--- src/rtl/uart_tx_pkg.sv ---
// uart_tx_pkg: shared FSM states, parity codes and baud divisor helper for the UART blocks.
package uart_tx_pkg;

    typedef enum logic [2:0] {
        IDLE   = 3'd0,
        START  = 3'd1,
        DATA   = 3'd2,
        PARITY = 3'd3,
        STOP   = 3'd4
    } state_e;

    localparam int PARITY_NONE = 0;
    localparam int PARITY_ODD  = 1;
    localparam int PARITY_EVEN = 2;

    function automatic int baud_cnt_max(input int clk_freq, input int baud);
        return clk_freq / baud;
    endfunction

endpackage

--- src/rtl/uart_baud_gen.sv ---
// uart_baud_gen: bit-period counter; tick_o marks the last cycle of each bit period.
module uart_baud_gen #(
    parameter int CNT_MAX = 434
) (
    input  logic clk,
    input  logic rst,
    input  logic en_i,
    input  logic clr_i,
    output logic tick_o
);

    logic [15:0] cnt_q, cnt_d;

    assign tick_o = en_i && cnt_q == 16'(CNT_MAX - 1);

    always_comb cnt_d = (clr_i || !en_i || tick_o) ? '0 : cnt_q + 16'd1;

    always_ff @(posedge clk) begin
        if (rst) cnt_q <= '0;
        else     cnt_q <= cnt_d;
    end

endmodule

--- src/rtl/uart_tx.sv ---
// uart_tx: byte-wide valid/ready UART transmitter with optional parity and 1 or 2 stop bits.
module uart_tx
    import uart_tx_pkg::*;
#(
    parameter int CLK_FREQ    = 50_000_000,
    parameter int UART_BAUD   = 115200,
    parameter int PARITY_MODE = 0,
    parameter int STOP_BITS   = 1
) (
    input  logic       clk,
    input  logic       rst,
    input  logic       tx_valid,
    input  logic [7:0] tx_data,
    output logic       tx_ready,
    output logic       uart_tx_done,
    output logic       uart_txd
);

    localparam int BAUD_CNT_MAX = baud_cnt_max(CLK_FREQ, UART_BAUD);

    if (PARITY_MODE < 0 || PARITY_MODE > 2) begin : g_bad_parity
        $error("uart_tx: PARITY_MODE must be 0, 1 or 2");
    end
    if (STOP_BITS < 1 || STOP_BITS > 2) begin : g_bad_stop
        $error("uart_tx: STOP_BITS must be 1 or 2");
    end

    state_e     state_q, state_d;
    logic [7:0] data_q, data_d;
    logic [2:0] bit_cnt_q, bit_cnt_d;
    logic       txd_q, txd_d;
    logic       done_q, done_d;
    logic       tick, accept, par_bit;

    assign accept       = tx_valid && state_q == IDLE;
    assign par_bit      = PARITY_MODE == PARITY_ODD ? ~^data_q : ^data_q;
    assign tx_ready     = state_q == IDLE;
    assign uart_tx_done = done_q;
    assign uart_txd     = txd_q;

    uart_baud_gen #(.CNT_MAX(BAUD_CNT_MAX)) u_baud (
        .clk   (clk),
        .rst   (rst),
        .en_i  (state_q != IDLE),
        .clr_i (accept),
        .tick_o(tick)
    );

    always_ff @(posedge clk) begin
        if (rst) begin
            state_q   <= IDLE;
            data_q    <= '0;
            bit_cnt_q <= '0;
            txd_q     <= 1'b1;
            done_q    <= 1'b0;
        end else begin
            state_q   <= state_d;
            data_q    <= data_d;
            bit_cnt_q <= bit_cnt_d;
            txd_q     <= txd_d;
            done_q    <= done_d;
        end
    end

    // bit_cnt wraps to 0 after data bit 7 and is then reused to count stop bits
    always_comb begin
        state_d   = state_q;
        bit_cnt_d = bit_cnt_q;
        case (state_q)
            IDLE:   if (accept) state_d = START;
            START:  if (tick) begin
                state_d   = DATA;
                bit_cnt_d = '0;
            end
            DATA:   if (tick) begin
                bit_cnt_d = bit_cnt_q + 3'd1;
                if (bit_cnt_q == 3'd7) state_d = PARITY_MODE != PARITY_NONE ? PARITY : STOP;
            end
            PARITY: if (tick) state_d = STOP;
            STOP:   if (tick) begin
                bit_cnt_d = bit_cnt_q + 3'd1;
                if (bit_cnt_q == 3'(STOP_BITS - 1)) begin
                    state_d   = IDLE;
                    bit_cnt_d = '0;
                end
            end
            default: state_d = IDLE;
        endcase
    end

    // txd is registered from the next state so the line changes on the same edge as the FSM
    always_comb begin
        data_d = accept ? tx_data : data_q;
        done_d = state_q == STOP && state_d == IDLE;
        txd_d  = 1'b1;
        case (state_d)
            START:   txd_d = 1'b0;
            DATA:    txd_d = data_q[bit_cnt_d];
            PARITY:  txd_d = par_bit;
            default: txd_d = 1'b1;
        endcase
    end

endmodule

--- config.mk ---
export PLATFORM = sky130hd
export DESIGN_NAME = uart_tx
export DESIGN_NICKNAME = d
export VERILOG_FILES = /design/src/rtl/uart_tx_pkg.sv /design/src/rtl/uart_baud_gen.sv /design/src/rtl/uart_tx.sv
export SDC_FILE = /design/constraint.sdc
export NUM_CORES = 1
export LEC_CHECK = 0
export CELL_PAD_IN_SITES_DETAIL_PLACEMENT = 0
export CELL_PAD_IN_SITES_GLOBAL_PLACEMENT = 1
export CORE_MARGIN = 2
export CORE_UTILIZATION = 43
export DETAILED_ROUTE_END_ITERATION = 10
export GPL_ROUTABILITY_DRIVEN = 0
export HOLD_SLACK_MARGIN = 0.1
export PLACE_DENSITY_LB_ADDON = 0.1
export RECOVER_POWER = 25
export SYNTH_ARGS = -nofsm -noshare
export SYNTH_HDL_FRONTEND = slang
export SYNTH_SLANG_ARGS = --single-unit
--- constraint.sdc ---
create_clock -name clk -period 3.05 [get_ports clk]
set_input_delay 0.61 -clock clk [delete_from_list [all_inputs] [get_ports clk]]
set_output_delay 0.61 -clock clk [all_outputs]
set_load 0.005 [all_outputs]
=== Word level (Yosys, flattened, before mapping) ===
Index checks and enable logic that the tools add are counted.

* Register bits: 32
* Bits of input ports: 11
* Output and inout port bits: 3

* Add/subtract/negate cells: 2
* Order comparisons: 1
* Eq/ne operators: 9
* Muxes and demuxes: 16
* Reduce and logical (&&, ||, !) cells: 12

{| class="wikitable"
|+ Operator list
! cell !! number
|-
| $mux 3 || 11
|-
| $add 16x1->16 const B || 1
|-
| $eq 16x9->1 const B || 1
|-
| $pmux 3 s5 || 1
|-
| $eq 3x2->1 const B || 4
|-
| $logic_not 3->1 || 3
|-
| $pmux 3 s3 || 1
|-
| $reduce_xor 8->1 || 1
|-
| $eq 3x1->1 const B || 2
|-
| $eq 3x3->1 const B || 2
|-
| $lt 3x4->1 const B || 1
|-
| $add 3x1->3 const B || 1
|-
| $bmux 1 s3 || 1
|-
| $logic_and 1x1->1 || 3
|-
| $pmux 1 s3 || 1
|-
| $reduce_bool 3->1 || 1
|-
| $logic_or 1x1->1 || 2
|-
| $reduce_or 2->1 || 1
|-
| $logic_not 1->1 || 1
|-
| $mux 1 || 1
|}

=== Depth between registers and ports, before layout ===
* Depth after elaboration: 7
* Depth in mapped cells: 12

=== Cells and area by module ===
Synthesis repeated with hierarchy kept, for this count alone.

* Cells, all modules: 205
* Area total of the unflattened synthesis: 1756.7 sq um

{| class="wikitable"
|+ By module, submodules not included
! module !! times used !! cells each !! area each (sq um)
|-
| uart_tx || 1 || 121 || 978.4
|-
| uart_baud_gen || 1 || 84 || 778.2
|}

=== Worst setup path before layout ===
OpenSTA, ideal clock, no wires.

* Path kind: reg2reg
* Start point: register u_baud.cnt_q[0]
* End point: register txd_q, in the netlist uart_txd
* Setup time: 0.117 ns
* Arrival: 2.665 ns
* Setup slack: 0.267 ns
* Cell stages (with the launch flop): 12
* Period minus slack after synthesis: 2.783 ns
* Cell sequence: dfxtp_1 ha_1 nor3b_1 and4_4 or2b_1 ha_1 a22o_1 a211oi_1 or2_1 mux4_2 nor3_2 nor3_2

* Cells in the longest elaborated chain, start to end: 7
* Elaborated cells on any way between the ends: 17
* Classes of those cells: eq/ne (4); mux (12); reduce/logical (1)

{| class="wikitable"
|+ Ends and longest elaborated chain
! element !! RTL line !! text
|-
| start: declaration || uart_baud_gen.sv:12 || <nowiki>logic [15:0] cnt_q, cnt_d;</nowiki>
|-
| start signal: assignment || uart_baud_gen.sv:20 || <nowiki>else cnt_q <= cnt_d;</nowiki>
|-
| $eq 16x9->1 * || uart_baud_gen.sv:14 || <nowiki>assign tick_o = en_i && cnt_q == 16'(CNT_MAX - 1);</nowiki>
|-
| $logic_and 1x1->1 * || uart_baud_gen.sv:14 ||
|-
| $mux 3, on equally long branches || uart_tx.sv:80, uart_tx.sv:71, uart_tx.sv:75 ||
|-
| $pmux 3 s3 || uart_tx.sv:69 || <nowiki>case (state_q)</nowiki>
|-
| $bmux 1 s3 || uart_tx.sv:98 || <nowiki>DATA: txd_d = data_q[bit_cnt_d];</nowiki>
|-
| $mux 1 (implied by the code) || uart_tx.sv:98 ||
|-
| $pmux 1 s3 * || uart_tx.sv:96 || <nowiki>case (state_d)</nowiki>
|-
| end signal: assignment || uart_tx.sv:60 || <nowiki>txd_q <= txd_d;</nowiki>
|-
| end: declaration || uart_tx.sv:31 || <nowiki>logic txd_q, txd_d;</nowiki>
|}

Every way passes the cells marked *; elsewhere a longest branch is shown, timed or not. The select of a mux whose other input is x is not followed.
A chain may end at the register's enable or synchronous reset.

=== Worst setup path in the final report ===
* Start point: register u_baud.cnt_q[1]
* End point: register txd_q, in the netlist uart_txd

Same word-level chain as after synthesis.

==> impl_metrics.tcl <==
set metrics [dict create \
    status "completed" \
    syn_avg_cell_area_um2 8.52 \
    synth-edff-count 0 \
    tightest_slew_ns 0.647 \
    whs_endpoint "data_q[2]" \
    syn-cell-area_mm2 0.00170 \
    top_usage_layer "met2" \
    synth-xor-area-share_pct 9.30 \
    dpl.cell_count 257 \
    htreeDepth 2 \
    period_needed_ns 2.84 \
    finalCritPeriodShare_pct 93.3 \
    drtIter0Drc 90 \
    min_delay_path_depth 2 \
    setup.worst_path.start_class "flip-flop" \
    async_flop_share_pct 0 \
    root_buffer "clkbuf_8" \
    grt_pass1_wl_um 5990 \
    ys_types 45 \
    std_cell_rows 22 \
    synth-simple-area-share_pct 28.9 \
    synthFlopType "dfxtp_1" \
    synthAdderAreaFrac_pct 4.43 \
    reg2reg_from "u_baud.cnt_q[1]" \
    hold_start "data_q[2]" \
    route.detailed.drc 0 \
    n_antenna_cell 0 \
    numCtsBuffers 5 \
    static-leakage-power_nw 0.690 \
    ios 14 \
    cts_buffer_depth 2 \
    synth_top_family_by_area "simple AND/OR/NAND/NOR gates" \
    finalHoldViolCount 0 \
    hold_buffers 0 \
    synth_compound_area_share_pct 12.5 \
    fp.dieW_um 66.8 \
    grt_usage_pct 18.0 \
    fin_util_pct 53.1 \
    antenna_found_initial 0 \
    max_freq_mhz 352 \
    overflow 0 \
    pwr_density_cell_mw_per_mm2 429 \
    core_area_mm2 0.00372 \
    reg2reg_depth 12 \
    worstSetupPathType "reg2reg" \
    dieArea_mm2 0.00446 \
    grt_max_degree 17 \
    cts_tree "built" \
    synthMuxAreaShare_pct 3.25 \
    synth.largest_area_cell "dfxtp_1" \
    yosys_register_bits 32 \
    grt_pass1_vias 1341 \
    maxSlewViolCount 0 \
    tns_ns 0 \
    port-buffer-count 13 \
    synth_nets 216 \
    ys.warnings.count 0 \
    crit_path_end_kind "flip-flop" \
    critPathMaxFanout 5 \
    vias 1403 \
    layout.cells.non_filler 264 \
    cp.required_ns 3.22 \
    num-nets-final 233 \
    drive_gt1_share_pct 11.1 \
    maxCapViolCount 0 \
    syn2layout_area_growth_pct 16.3 \
    clk_pin_slew_ns 0.06 \
    grt_util_met2_pct 28.0 \
    postRouteAntennaNets 0 \
    rsz0062_at_grt "false" \
    netlist_instances 199 \
    wl_um 3510 \
    initial_core_util_pct 45.6 \
    grtUsageMet1_pct 22.8 \
    r2r_end "uart_txd" \
    synth_top_area_share_pct 37.8 \
    finClkSkew_ns 0.00292 \
    grt_use_met3_pct 5.91 \
    relSlewSlack_pct 56.8 \
    clock-sinks 32 \
    placed_cell_area_mm2 0.00189 \
    cp.arrival_ns 3.02 \
    n_fill_cell 350 \
    die_y_um 66.8 \
    clock_latency_ns 0.28 \
    postCtsSetupBuffers 0 \
    avgRoutedWirePerCell_um 13.3 \
    synth.top_cells.by_area "dfxtp_1 38%, nand2_1 5.8%, nor2_1 5.3%" \
    post-route-cell-area_mm2 0.00197 \
    setup_violations 0 \
    r2r_setup_slack_ns 0.21 \
    post-dp-hpwl_um 2520 \
    seq_area_frac_synth_pct 37.8 \
    ir_drop_mv 0.265 \
    routed_via_density 5.31 \
    drt_pre_antenna_iters 4 \
    hp-class "reg2reg" \
]
## synthesized netlist by cell type (all sizes together) (2+ instances only)
cell type / n
nand2: 26
nand4: 3
mux2i: 2
a21oi: 15
buf: 4
nor3b: 4
nand3: 9
o21ai: 6
a31oi: 2
inv: 8
a211oi: 2
ha: 6
xor2: 8
nor2: 24
clkbuf: 4
nor2b: 3
xnor2: 10
nor3: 5
and4bb: 2
dfxtp: 32
nand2b: 3
or3: 4
## how the worst max path moves through the flow
stage	from	to	depth (start not counted)
floorplan	u_baud.cnt_q[0]	uart_txd	11
global placement	u_baud.cnt_q[1]	uart_txd	12
detailed placement	u_baud.cnt_q[1]	uart_txd	12
CTS	u_baud.cnt_q[1]	uart_txd	12
global route	u_baud.cnt_q[1]	uart_txd	12
finish	u_baud.cnt_q[1]	uart_txd	12
## per-layer routing
layer | wire length (um) | up-vias | share of wire, %
met2 | 1550 | 26 | 44
met5 | 0 | - | 0
met1 | 1740 | 653 | 50
met4 | 60 | 0 | 1.7
li1 | - | 718 | -
met3 | 153 | 6 | 4.4
## kinds of logic after synthesis
family,after synthesis
AO/OA/AOI/OAI,34
XOR/XNOR,18
adder cells (fa/ha/maj),6
buffers and inverters,16
flip-flops,32
multiplexers,3
AND/OR/NAND/NOR,90
## metrics by stage
step / setup slack, ns / total power (W) / hold WS (ns)
after floorplan: 0.267 / 0.000520 / 0.445
after global placement: 0.119 / 0.000554 / 0.479
after detailed placement: 0.0534 / 0.000556 / 0.485
after CTS: 0.0303 / 0.000860 / 0.493
after global routing: 0.0703 / 0.000897 / 0.510
final: 0.206 / 0.000847 / 0.490
## placed cells by master, fill, tap and decap left out, types with 3 or more instances in the layout
cell type | Yosys | routed
dfxtp_1 | 32 | 32
nand2_1 | 26 | 26
nor2_1 | 24 | 24
a21oi_1 | 15 | 15
clkdlybuf4s50_1 | 0 | 13
xnor2_1 | 10 | 10
inv_1 | 8 | 8
xor2_1 | 8 | 8
nand3_1 | 8 | 8
o21ai_0 | 6 | 6
ha_1 | 6 | 6
clkbuf_8 | 0 | 5
buf_4 | 0 | 5
nor3_1 | 2 | 3
nand4_1 | 3 | 3
nand2b_1 | 3 | 3
nor3b_1 | 4 | 3
nor2b_1 | 3 | 3
or3_1 | 3 | 3
## final cells by class
cell class | instances | area (um2) | area share, %
Multi-Input combinational cell | 151 | 996 | 50.5
Inverter | 8 | 30.0 | 1.52
Tap cell | 48 | 60.1 | 3.05
Timing Repair Buffer | 18 | 168 | 8.50
Clock inverter | 1 | 5.00 | 0.254
Sequential cell | 32 | 641 | 32.5
Clock buffer | 6 | 72.6 | 3.68
## timing repair
action                                  4_1_cts  5_1_grt
endpoints found under the hold margin         0        0
gates resized for setup                       0        2
endpoints found under the setup margin        0        1
## worst max-delay path: stages (launching register included)
cell and delay, ns:
dfxtp_1 0.34, inv_1 0.06, ha_1 0.14, nor3b_2 0.18, and4_4 0.29, or2b_1 0.24, ha_1 0.27, a22o_1 0.19
a211oi_2 0.28, or2_1 0.20, mux4_2 0.32, nor3_2 0.18, nor3_2 0.05
## state kept, by name (all words and copies together) (netlist names)
name	count
u_baud.cnt_q	16
data_q	8
bit_cnt_q	3
state_q	3
uart_tx_done	1
uart_txd	1
## power by group
group          switching (W)  internal (W)  leakage (nW)
Sequential         0.0000104      0.000430         0.260
Combinational      0.0000530     0.0000541         0.389
Clock               0.000144      0.000155        0.0410
Note: power is estimated with default switching activity, not from simulation.
